`src/rtl/dica_pkg.sv`:
```
// dica_pkg: shared definitions for the hint decoder.
//   LARGURA  : password / guess / hint width in bits.
//   op_e     : hint operation codes (6 and 7 are invalid).
//   estado_e : decoder states.
package dica_pkg;
   localparam int LARGURA = 7;

   typedef enum logic [2:0] {
      OP_AND  = 3'd0,
      OP_OR   = 3'd1,
      OP_NAND = 3'd2,
      OP_NOR  = 3'd3,
      OP_XOR  = 3'd4,
      OP_XNOR = 3'd5
   } op_e;

   typedef enum logic [2:0] {
      OCIOSO    = 3'd0,
      ACUMULA   = 3'd1,
      PROCESSA  = 3'd2,
      RESOLVIDO = 3'd3,
      ERRO      = 3'd4
   } estado_e;
endpackage

```
`src/rtl/dica_extrator.sv`:
```
// dica_extrator: combinational decode of one hint into the password bits it
// reveals (mask) and their values (valor).
//   operacao_i  : hint operation code
//   dica_i      : hint value
//   tentativa_i : guess that produced the hint
//   mask_o      : bits of the password revealed by this hint
//   valor_o     : values of the revealed bits (meaningful under mask_o only)
//   invalida_o  : operation code 6/7
module dica_extrator
   import dica_pkg::*;
(
   input  logic [2:0]         operacao_i,
   input  logic [LARGURA-1:0] dica_i,
   input  logic [LARGURA-1:0] tentativa_i,
   output logic [LARGURA-1:0] mask_o,
   output logic [LARGURA-1:0] valor_o,
   output logic               invalida_o
);
   always_comb begin
      mask_o     = '0;
      valor_o    = '0;
      invalida_o = 1'b0;
      case (operacao_i)
         OP_AND:  begin mask_o = tentativa_i;  valor_o = dica_i;                  end
         OP_OR:   begin mask_o = ~tentativa_i; valor_o = dica_i;                  end
         OP_NAND: begin mask_o = tentativa_i;  valor_o = ~dica_i;                 end
         OP_NOR:  begin mask_o = ~tentativa_i; valor_o = ~dica_i;                 end
         OP_XOR:  begin mask_o = '1;           valor_o = dica_i ^ tentativa_i;    end
         OP_XNOR: begin mask_o = '1;           valor_o = ~(dica_i ^ tentativa_i); end
         default: invalida_o = 1'b1;
      endcase
   end
endmodule

```
`src/rtl/decodificador_dica.sv`:
```
// decodificador_dica: rebuilds the hidden password from a stream of hints,
// accumulating a known-bit mask and proposing the next guess.
//   clk, reset_n       : clock (rising edge), async active-low reset
//   limpar             : synchronous clear back to the empty state
//   dica_valid/ready   : hint handshake (dica, tentativa, operacao)
//   conhecido          : mask of determined password bits
//   senha_parcial      : determined bit values (0 outside conhecido)
//   proxima_tentativa  : suggested next guess
//   resolvido, erro    : fully determined / contradiction seen
//   op_invalida        : pulse while an invalid-code hint is processed
//   n_dicas            : accepted valid hints, saturating at 15
// Build option: DICA_CONTRADICAO_EN enables the contradiction check and the
// ERRO state; without it newer hints simply overwrite known bits.
module decodificador_dica
   import dica_pkg::*;
(
   input  logic               clk,
   input  logic               reset_n,
   input  logic               limpar,
   input  logic               dica_valid,
   output logic               dica_ready,
   input  logic [LARGURA-1:0] dica,
   input  logic [LARGURA-1:0] tentativa,
   input  logic [2:0]         operacao,
   output logic [LARGURA-1:0] conhecido,
   output logic [LARGURA-1:0] senha_parcial,
   output logic [LARGURA-1:0] proxima_tentativa,
   output logic               resolvido,
   output logic               erro,
   output logic               op_invalida,
   output logic [3:0]         n_dicas
);
   estado_e            estado_q, estado_d;
   logic [LARGURA-1:0] mask_q, mask_d, valor_q, valor_d;
   logic               inv_q, inv_d;
   logic [LARGURA-1:0] conh_q, conh_d, sp_q, sp_d, prox_q, prox_d;
   logic               fase_q, fase_d, opinv_q, opinv_d;
   logic [3:0]         ndicas_q, ndicas_d;

   logic [LARGURA-1:0] mask_w, valor_w, conh_novo, sp_novo;
   logic               inv_w, conflito;

   // Decode at acceptance; PROCESSA then works from the registered result.
   dica_extrator u_extrator (
      .operacao_i  (operacao),
      .dica_i      (dica),
      .tentativa_i (tentativa),
      .mask_o      (mask_w),
      .valor_o     (valor_w),
      .invalida_o  (inv_w)
   );

   assign conh_novo = conh_q | mask_q;
   assign sp_novo   = (sp_q & ~mask_q) | (valor_q & mask_q);

`ifdef DICA_CONTRADICAO_EN
   assign conflito = |(conh_q & mask_q & (sp_q ^ valor_q));
   assign erro     = (estado_q == ERRO);
`else
   assign conflito = 1'b0;
   assign erro     = 1'b0;
`endif

   // Outputs are decodes of registers only.
   assign dica_ready        = (estado_q == OCIOSO) || (estado_q == ACUMULA);
   assign conhecido         = conh_q;
   assign senha_parcial     = sp_q;
   assign proxima_tentativa = prox_q;
   assign resolvido         = &conh_q;
   assign op_invalida       = opinv_q;
   assign n_dicas           = ndicas_q;

   always_comb begin
      estado_d = estado_q;
      mask_d   = mask_q;
      valor_d  = valor_q;
      inv_d    = inv_q;
      conh_d   = conh_q;
      sp_d     = sp_q;
      prox_d   = prox_q;
      fase_d   = fase_q;
      ndicas_d = ndicas_q;
      opinv_d  = 1'b0;
      if (limpar) begin
         estado_d = OCIOSO;
         mask_d   = '0;
         valor_d  = '0;
         inv_d    = 1'b0;
         conh_d   = '0;
         sp_d     = '0;
         prox_d   = '1;
         fase_d   = 1'b1;
         ndicas_d = '0;
      end else begin
         case (estado_q)
            OCIOSO, ACUMULA: begin
               if (dica_valid) begin
                  mask_d   = mask_w;
                  valor_d  = valor_w;
                  inv_d    = inv_w;
                  opinv_d  = inv_w;
                  estado_d = PROCESSA;
               end
            end
            PROCESSA: begin
               if (inv_q) begin
                  estado_d = (conh_q == '0) ? OCIOSO : ACUMULA;
               end else begin
                  ndicas_d = (ndicas_q == 4'hF) ? ndicas_q : ndicas_q + 4'd1;
                  // Alternating fill makes AND-type and OR-type guesses
                  // take turns exposing the still-unknown bits.
                  fase_d   = ~fase_q;
                  if (conflito) begin
                     estado_d = ERRO;
                  end else begin
                     conh_d   = conh_novo;
                     sp_d     = sp_novo;
                     prox_d   = (sp_novo & conh_novo) | (~conh_novo & {LARGURA{~fase_q}});
                     estado_d = (&conh_novo) ? RESOLVIDO : ACUMULA;
                  end
               end
            end
            RESOLVIDO, ERRO: estado_d = estado_q;
            default:         estado_d = OCIOSO;
         endcase
      end
   end

   always_ff @(posedge clk or negedge reset_n) begin
      if (!reset_n) begin
         estado_q <= OCIOSO;
         mask_q   <= '0;
         valor_q  <= '0;
         inv_q    <= 1'b0;
         conh_q   <= '0;
         sp_q     <= '0;
         prox_q   <= '1;
         fase_q   <= 1'b1;
         ndicas_q <= '0;
         opinv_q  <= 1'b0;
      end else begin
         estado_q <= estado_d;
         mask_q   <= mask_d;
         valor_q  <= valor_d;
         inv_q    <= inv_d;
         conh_q   <= conh_d;
         sp_q     <= sp_d;
         prox_q   <= prox_d;
         fase_q   <= fase_d;
         ndicas_q <= ndicas_d;
         opinv_q  <= opinv_d;
      end
   end
endmodule

```
`config.mk`:
```
export PLATFORM = sky130hd
export DESIGN_NAME = decodificador_dica
export DESIGN_NICKNAME = d
export VERILOG_FILES = /design/src/rtl/dica_pkg.sv /design/src/rtl/dica_extrator.sv /design/src/rtl/decodificador_dica.sv
export SDC_FILE = /design/constraint.sdc
export NUM_CORES = 1
export LEC_CHECK = 0
export CORE_UTILIZATION = 45
export DETAILED_ROUTE_END_ITERATION = 7
export GPL_ROUTABILITY_DRIVEN = 1
export PLACE_DENSITY_LB_ADDON = 0.05
export SYNTH_ARGS = -nofsm -noshare
export SYNTH_HDL_FRONTEND = slang
export SYNTH_SLANG_ARGS = --single-unit
export TNS_END_PERCENT = 20
```
`constraint.sdc`:
```
create_clock -name clk -period 3.77 [get_ports clk]
set_input_delay 0.377 -clock clk [delete_from_list [all_inputs] [get_ports clk]]
set_output_delay 0.377 -clock clk [all_outputs]
set_load 0.01 [all_outputs]
```
---- After elaboration in Yosys (flattened, before gate mapping) ----
Cells that the tools add are included.
W data, S select, Z words.
word-level totals
  bits in registers ....................... 45
  bits of input ports ..................... 21
  output and inout bits ................... 29
cells by class
  add/sub/neg operators ................... 1
  equal/unequal tests ..................... 14
  muxes and demuxes ....................... 37
  bitwise logic cells ..................... 14
  reduce and logical (&&, ||, !) cells .... 21
operator list
  kind                   count
  $mux W7                15
  $not A7 Y7             5
  $and A7 B7 Y7          4
  $pmux W7 S4            1
  $or A7 B7 Y7           3
  $pmux W7 S3            1
  $mux W4                4
  $reduce_and A7 Y1      2
  $reduce_or A2 Y1       7
  $eq A3 B2 Y1 const B   4
  $mux W1                11
  $eq A3 B3 Y1 const B   3
  $pmux W3 S3            1
  $logic_not A7 Y1       1
  $xor A7 B7 Y7          1
  $eq A3 B1 Y1 const B   2
  $logic_not A3 Y1       2
  $mux W3                2
  $ne A2 B2 Y1 const B   3
  $reduce_and A2 Y1      3
  $reduce_bool A2 Y1     3
  $reduce_or A6 Y1       1
  $add A4 B1 Y4 const B  1
  $eq A4 B4 Y1 const B   1
  other kinds (5)        6

---- Logic depth before layout (Yosys ltp) ----
Gate-level depths: netlist of the first run.
  depth after elaboration ................. 8
  depth in mapped cells ................... 5
  depth with buffers taken out ............ 5

---- Modules after synthesis ----
From an unflattened synthesis of the first run, not the netlist that was laid out.
second synthesis, totals
  cells, all modules ...................... 282
  area total of the unflattened synthesis .. 2384.8 um^2
modules (own cells, without submodules)
  module              times used  cells each  area an instance (um^2)  seq. area each (um^2)
  decodificador_dica  1           224         2004.4                   1111.1
  dica_extrator       1           58          380.4                    0.0

---- Least setup slack after synthesis of the first run ----
Ideal clock, no wire load.
  kind .................................... register to register
  start ................................... register estado_q[0]
  end ..................................... register ndicas_q[1], in the netlist n_dicas[1]
  data arrival time ....................... 1.229 ns
  slack ................................... 2.409 ns
  cell stages (with the launch flop) ...... 5
  clock period less this slack ............ 1.361 ns
  cell sequence ........................... dfrtp_1 or3b_4 a31oi_4 mux2i_1 nor2_1
between the ends
  word-level cells in the longest chain between the ends .. 3
ends and longest elaborated chain
  element                              RTL line                   text
  start: declaration                   decodificador_dica.sv:33   estado_e estado_q, estado_d;
  start signal: assignment             decodificador_dica.sv:142  estado_q <= estado_d;
  $eq A3 B2 Y1                         decodificador_dica.sv:95   case (estado_q)
  $reduce_bool A2 Y1 (no source line)  -
  $reduce_and A3 Y1 (no source line)   -
  end signal: assignment               decodificador_dica.sv:150  ndicas_q <= ndicas_d;
  end: declaration                     decodificador_dica.sv:38   logic [3:0] ndicas_q, ndicas_d;
No other way between the ends.
A chain may end at the register's enable or synchronous reset.

---- Worst setup path after layout of the first run ----
  start ................................... register conh_q[6], in the netlist conhecido[6]
  end ..................................... output resolvido
between the ends
  word-level cells in the longest chain between the ends .. 1
ends and longest elaborated chain
  element                   RTL line                   text
  start: declaration        decodificador_dica.sv:36   logic [LARGURA-1:0] conh_q, conh_d, sp_q, sp_d, prox_q, prox_d;
  start signal: assignment  decodificador_dica.sv:146  conh_q <= conh_d;
  $reduce_and A7 Y1         decodificador_dica.sv:69   assign resolvido = &conh_q;
  end: declaration          decodificador_dica.sv:28   output logic resolvido,
No other way between the ends.

==> impl_metrics.ini, run 1 <==
[sta]
fmax_mhz = 507
setup_viol = 0
holdWs_ns = 0.233
finalSetupTns_ns = 0
skew_ns = 0.00174
rsz0062_at_grt = no
period_needed_ns = 1.97
drv_slew = 0
finalHoldViolations = 0
finalCritPeriodShare_pct = 52.3
tightest_slew_ns = 0.964
maxSlewHeadroom_pct = 35.8

[synthesis]
synth_seq_cells = 44
synthDistinctLibCells = 35
syn-cell-area_um2 = 2300
ys_seq_area_share_pct = 48.4
post_synth_inst_count = 250
syn_nets = 272
syn_area_per_cell_um2 = 9.19
ys_warn_count = 0

[cells_and_area]
multi_input_area_um2 = 1120
fillers = 436
area.sequential_um2 = 1110
fin_nets = 317
diodes = 0
area_growth_pct = 26.3
drive_gt1_share_pct = 7.43

[global_routing]
grt_pass1_vias = 1775
grt_first_pass_wirelength_um = 8520
grt_max_degree = 45
grt_overflow = 0
track_usage_pct = 20.8
antenna_found_initial = 0

[setup_path]
max_stage_delay_ns = 0.55
cp_slowest_cell = clkdlybuf4s50_1
cp.required_ns = 3.39
critical_path_class = reg -> out
endpoint_kind = output port
path_cells = nand4_1, nor2_1, clkdlybuf4s50_1
crit_fanout = 7
critPathArrivalTime_ns = 1.59
startpoint_type = register

[power_and_ir_drop]
switchingPower_mw = 0.284
p_per_area_nw_per_um2 = 357
comb_power_share_pct = 18.2
p_int_mw = 0.750
seq_power_share_pct = 52.5
leakagePower_nw = 1.18
netSwitchingFraction_pct = 27.5
pwr-share-clk_pct = 29.3
irDropWorstVdd_uv = 149

[route]
totalWireLength_um = 4980
dr_total_vias = 1900
via_per_inst = 5.23
drtAntennaViolNets = 0
dr.pass1.iters = 4
drcViolationCount = 0
drtIter0Drc = 93
avgRoutedWirePerCell_um = 13.7

[floorplan]
core_area_um2 = 4820
fp-row-count = 25
dieArea_um2 = 5390
chipWidth_um = 73.5
initial_utilization_pct = 47.7
io_pins = 50
die_height_um = 73.5

[clock_network]
worstSkewPairLatency_ns = 0.29
clkSinkCount = 44
cts_setup_buffers = 0
clockBufferDepth = 2
cts_resized = 0
cts.clk_slew.worst_paths_ns = 0.08
holdBufCountCts = 0
clockRootBuffer = clkbuf_8
htreeDepth = 2
cts_tree = done
numCtsBuffers = 5

[job]
drv_cap = 0

[placement]
dp_hpwl_um = 3560
place_congestion = 0.738
portBuffers = 48

[min_path]
hp-class = in -> async

[status]
status = finished clean
per-stage QoR:
step	setup slack, ns	total power, mW	util (%)	instances	area [um^2]
floorplan	2.41	0.655	-	250	2300
global placement	1.66	0.739	58.3	355	2810
detailed placement	1.62	0.742	58.3	355	2810
CTS	1.80	1.05	60.2	363	2900
global route	1.72	1.09	60.2	363	2900
finish	1.80	1.03	60.2	363	2900
flip-flops by register name, indices dropped and copies added (netlist names):
register	count
senha_parcial	7
proxima_tentativa	7
op_invalida	1
estado_q	2
mask_q	7
valor_q	7
conhecido	7
n_dicas	4
inv_q	1
fase_q	1
metal layers:
layer	wire, um	vias up	part of all wire, %	track usage, %
li1	-	960	-	-
met1	2350	885	47	28.6
met2	2360	49	47	33.3
met3	213	6	4.3	4.12
met4	57	0	1.1	6.41
met5	0	-	0	0
power groups by stage:
stage          combinational (mW)  clock (mW)  sequential [mW]
6_report                    0.188       0.303            0.543
5_1_grt                     0.211       0.334            0.549
4_1_cts                     0.191       0.315            0.543
3_5_place_dp                0.190           0            0.552
3_3_place_gp                0.188           0            0.551
2_1_floorplan               0.107           0            0.548
worst paths after layout:
kind                            cells past startpoint                         start                           end  slack, ns
max in group asynchronous                           1                       reset_n      conhecido[1]$_DFFE_PN0P_       2.94
worst max register to register                      5       estado_q[1]$_DFFE_PN0P_        n_dicas[3]$_DFFE_PN0P_       1.86
worst min-delay path                                1                       reset_n        n_dicas[0]$_DFFE_PN0P_       0.23
min in group clk                                    2  senha_parcial[5]$_DFFE_PN0P_  senha_parcial[5]$_DFFE_PN0P_       0.55
worst max-delay path                                3      conhecido[6]$_DFFE_PN0P_                     resolvido       1.80
worst min register to register                      2  senha_parcial[5]$_DFFE_PN0P_  senha_parcial[5]$_DFFE_PN0P_       0.55
kinds of logic (layout without fill, tap and decap cells):
family | count (synthesis) | in the layout | synth area share, %
DFF | 44 | 44 | 48.4
other | 1 | 1 | 0.163
adders and majority gates | 1 | 1 | 0.545
muxes | 11 | 11 | 4.85
buffers and inverters | 13 | 59 | 2.83
xor gates and xnor gates | 15 | 15 | 5.72
and+or+nand+nor | 105 | 105 | 22.5
AOI/OAI and AO/OA | 60 | 60 | 15.0
cell usage in the layout (no fill, tap or decap), drive strengths merged, types with 8 or more instances in the layout:
cell type	synthesis	final
xor2	13	13
clkdlybuf4s50	0	47
nor3	13	13
nor2	25	25
o21ai	17	17
a21oi	30	30
nand2	29	29
dfstp	8	8
mux2i	10	10
clkbuf	4	8
nor2b	16	16
nand3	9	9
dfrtp	36	36
synth_stat cells (all sizes together):
master	n	area, um^2
a21oi	30	150
a22oi	6	45.0
a31oi	1	21.3
a32oi	1	8.76
and2b	1	7.51
and4b	1	10.0
buf	8	46.3
clkbuf	4	15.0
conb	1	3.75
dfrtp	36	901
dfstp	8	210
ha	1	12.5
inv	1	3.75
mux2	1	11.3
mux2i	10	100
nand2	29	109
nand2b	2	12.5
nand3	9	45.0
nand4	2	12.5
nor2	25	93.8
nor2b	16	100
nor3	13	65.1
nor3b	1	12.5
nor4	2	12.5
nor4b	1	8.76
o21ai	17	85.1
o21bai	1	7.51
o22ai	3	18.8
o31ai	1	7.51
or2	1	6.26
or3b	2	22.5
xnor2	2	17.5
xor2	13	114
cell type report:
type	instances	share of cell area, %
timing repair buffer	50	16.9
sequential	44	38.3
clock buffer	8	3.11
multi-input combinational	193	38.7
inverter	1	0.129
tap	67	2.89
critical path, delay by kind of cell (launching register included):
family / cells / cell delay, ns
buffers and inverters: 1 / 0.55
flip-flops: 1 / 0.48
AND/OR/NAND/NOR: 2 / 0.27
Note: power is estimated with default switching activity, not from simulation.
==> run 2: changes to the inputs <==
==> constraint.sdc (replaced) <==
create_clock -name clk -period 1.6 [get_ports clk]
set_input_delay 0.16 -clock clk [delete_from_list [all_inputs] [get_ports clk]]
set_output_delay 0.16 -clock clk [all_outputs]
set_load 0.01 [all_outputs]
==> run 2 against run 1 <==
Effect of this change: clock skew is 0.0029 ns higher; worst setup slack worse by 1.7 ns; via count is 3.2% higher; power grew to 2.5 times the previous value; register-to-register slack worse by 1.8 ns; clock power grew to 2.8 times the previous value; sequential power is 130% higher.
==> impl_metrics.ini, run 2 (synthesis results as in run 1) <==
[setup_path]
critical_path_class = reg -> out
critPathArrivalTime_ns = 1.36
path_depth = 1
r2r_start = estado_q[1]$_DFFE_PN0P_
reg2reg_slack_ns = 0.09
max_stage_delay_ns = 0.54
worstSetupEndpoint = proxima_tentativa[6]
path_cells = clkdlybuf4s50_1
cp_slowest_cell = dfstp_2
rr_endpoint = valor_q[0]$_DFFE_PN0P_
crit_buf_inv = 1
endpoint_kind = output port
startpoint_type = register
crit_fanout = 2
crit_family = flip-flops
cp.required_ns = 1.44
r2r_cells = 4
startpoint = proxima_tentativa[6]$_DFFE_PN1P_

[floorplan]
initial_utilization_pct = 47.7
die_height_um = 73.5
dieArea_um2 = 5390
fp-row-count = 25
core_area_um2 = 4820
io_pins = 50
chipWidth_um = 73.5

[clock_network]
cts.clk_slew.worst_paths_ns = 0.08
cts_tree = done
clockBufferDepth = 2
cts_setup_buffers = 0
clockRootBuffer = clkbuf_8
numCtsBuffers = 5
htreeDepth = 2
clkSinkCount = 44
worstSkewPairLatency_ns = 0.29

[sta]
rsz0062_at_grt = yes
maxSlewHeadroom_pct = 64.2
finalSetupTns_ns = 0
finalCritPeriodShare_pct = 94.9
finalHoldViolations = 0
fmax_mhz = 659
period_needed_ns = 1.52
skew_ns = 0.00465
tightest_slew_ns = 0.537
setup_viol = 0
drv_slew = 0

[cells_and_area]
fin_nets = 336
area_growth_pct = 34.2
diodes = 0
final_common_cell = clkdlybuf4s50_1
drive_gt1_share_pct = 14.0
fin_area_um2 = 3080
final_cell_mix = 45 x clkdlybuf4s50_1, 36 x dfrtp_1, 30 x a21oi_1

[power_and_ir_drop]
leakagePower_nw = 1.29
switchingPower_mw = 0.698
p_int_mw = 1.91
netSwitchingFraction_pct = 26.8
pwr-share-clk_pct = 32.3
comb_power_share_pct = 19.0
p_per_area_nw_per_um2 = 846
seq_power_share_pct = 48.7
irDropWorstVdd_uv = 441

[route]
drcViolationCount = 0
via_per_inst = 5.13
dr_total_vias = 1960
avgRoutedWirePerCell_um = 13.2
totalWireLength_um = 5030
drtAntennaViolNets = 0
drtIter0Drc = 72
dr.pass1.iters = 4

[status]
status = finished clean

[global_routing]
antenna_found_initial = 0
track_usage_pct = 21.2
grt_max_degree = 31
grt_overflow = 0
grt_first_pass_wirelength_um = 8780
grt_pass1_vias = 1816

[placement]
portBuffers = 48
dp_hpwl_um = 3770
place_congestion = 0.748
dpl_cell_area_um2 = 2960

[job]
drv_cap = 0

[min_path]
hp-class = in -> async
==> run 2: final cells by class <==
cell class                 count  area (um^2)
clock buffer                   5         68.8
clock inverter                 3         42.5
fill                         435         1740
inverter                       1         3.75
multi-input combinational    193         1130
sequential                    44         1110
tap                           67         83.8
timing repair buffer          69          646
==> run 2: how the worst min path moves through the flow <==
stage,startpoint,end,cells after the start
after floorplan,reset_n,conhecido[0]$_DFFE_PN0P_,0
after CTS,reset_n,n_dicas[2]$_DFFE_PN0P_,2
final,reset_n,n_dicas[0]$_DFFE_PN0P_,2
after global placement,reset_n,n_dicas[0]$_DFFE_PN0P_,1
after detailed placement,reset_n,n_dicas[2]$_DFFE_PN0P_,1
after global routing,reset_n,n_dicas[0]$_DFFE_PN0P_,2
==> run 2: through the flow <==
step / util [%] / hold slack, ns / worst slack (ns) / total power, mW / std cells
after floorplan: - / -0.136 / 0.239 / 1.54 / 250
after global placement: 61.4 / 0.144 / -0.204 / 1.78 / 373
after detailed placement: 61.4 / 0.140 / -0.237 / 1.79 / 373
after CTS: 63.9 / 0.356 / 0.0583 / 2.63 / 382
after global routing: 64.0 / 0.390 / -0.0152 / 2.74 / 382
final: 64.0 / 0.336 / 0.0815 / 2.61 / 382
==> run 2: power groups by stage <==
| stage | clock [mW] | sequential [mW] | combinational [mW] |
|---|---|---|---|
| floorplan | 0 | 1.29 | 0.252 |
| global placement | 0 | 1.29 | 0.489 |
| detailed placement | 0 | 1.29 | 0.497 |
| CTS | 0.862 | 1.27 | 0.500 |
| global route | 0.899 | 1.28 | 0.557 |
| finish | 0.842 | 1.27 | 0.496 |
==> run 2: timing repair <==
item,in CTS,in global routing
pin swaps,0,0
endpoints found under the setup margin,10,6
hold buffers,1,0
gates resized for setup,3,1
hold endpoints to repair,12,0
==> run 2: metal layers <==
metal  wire [um]  up-vias  global-route usage [%]
li1            -      995                       -
met1        2380      915                    28.0
met2        2450       46                    35.9
met3         160        4                    4.12
met4          37        0                    5.13
met5           0        -                       0
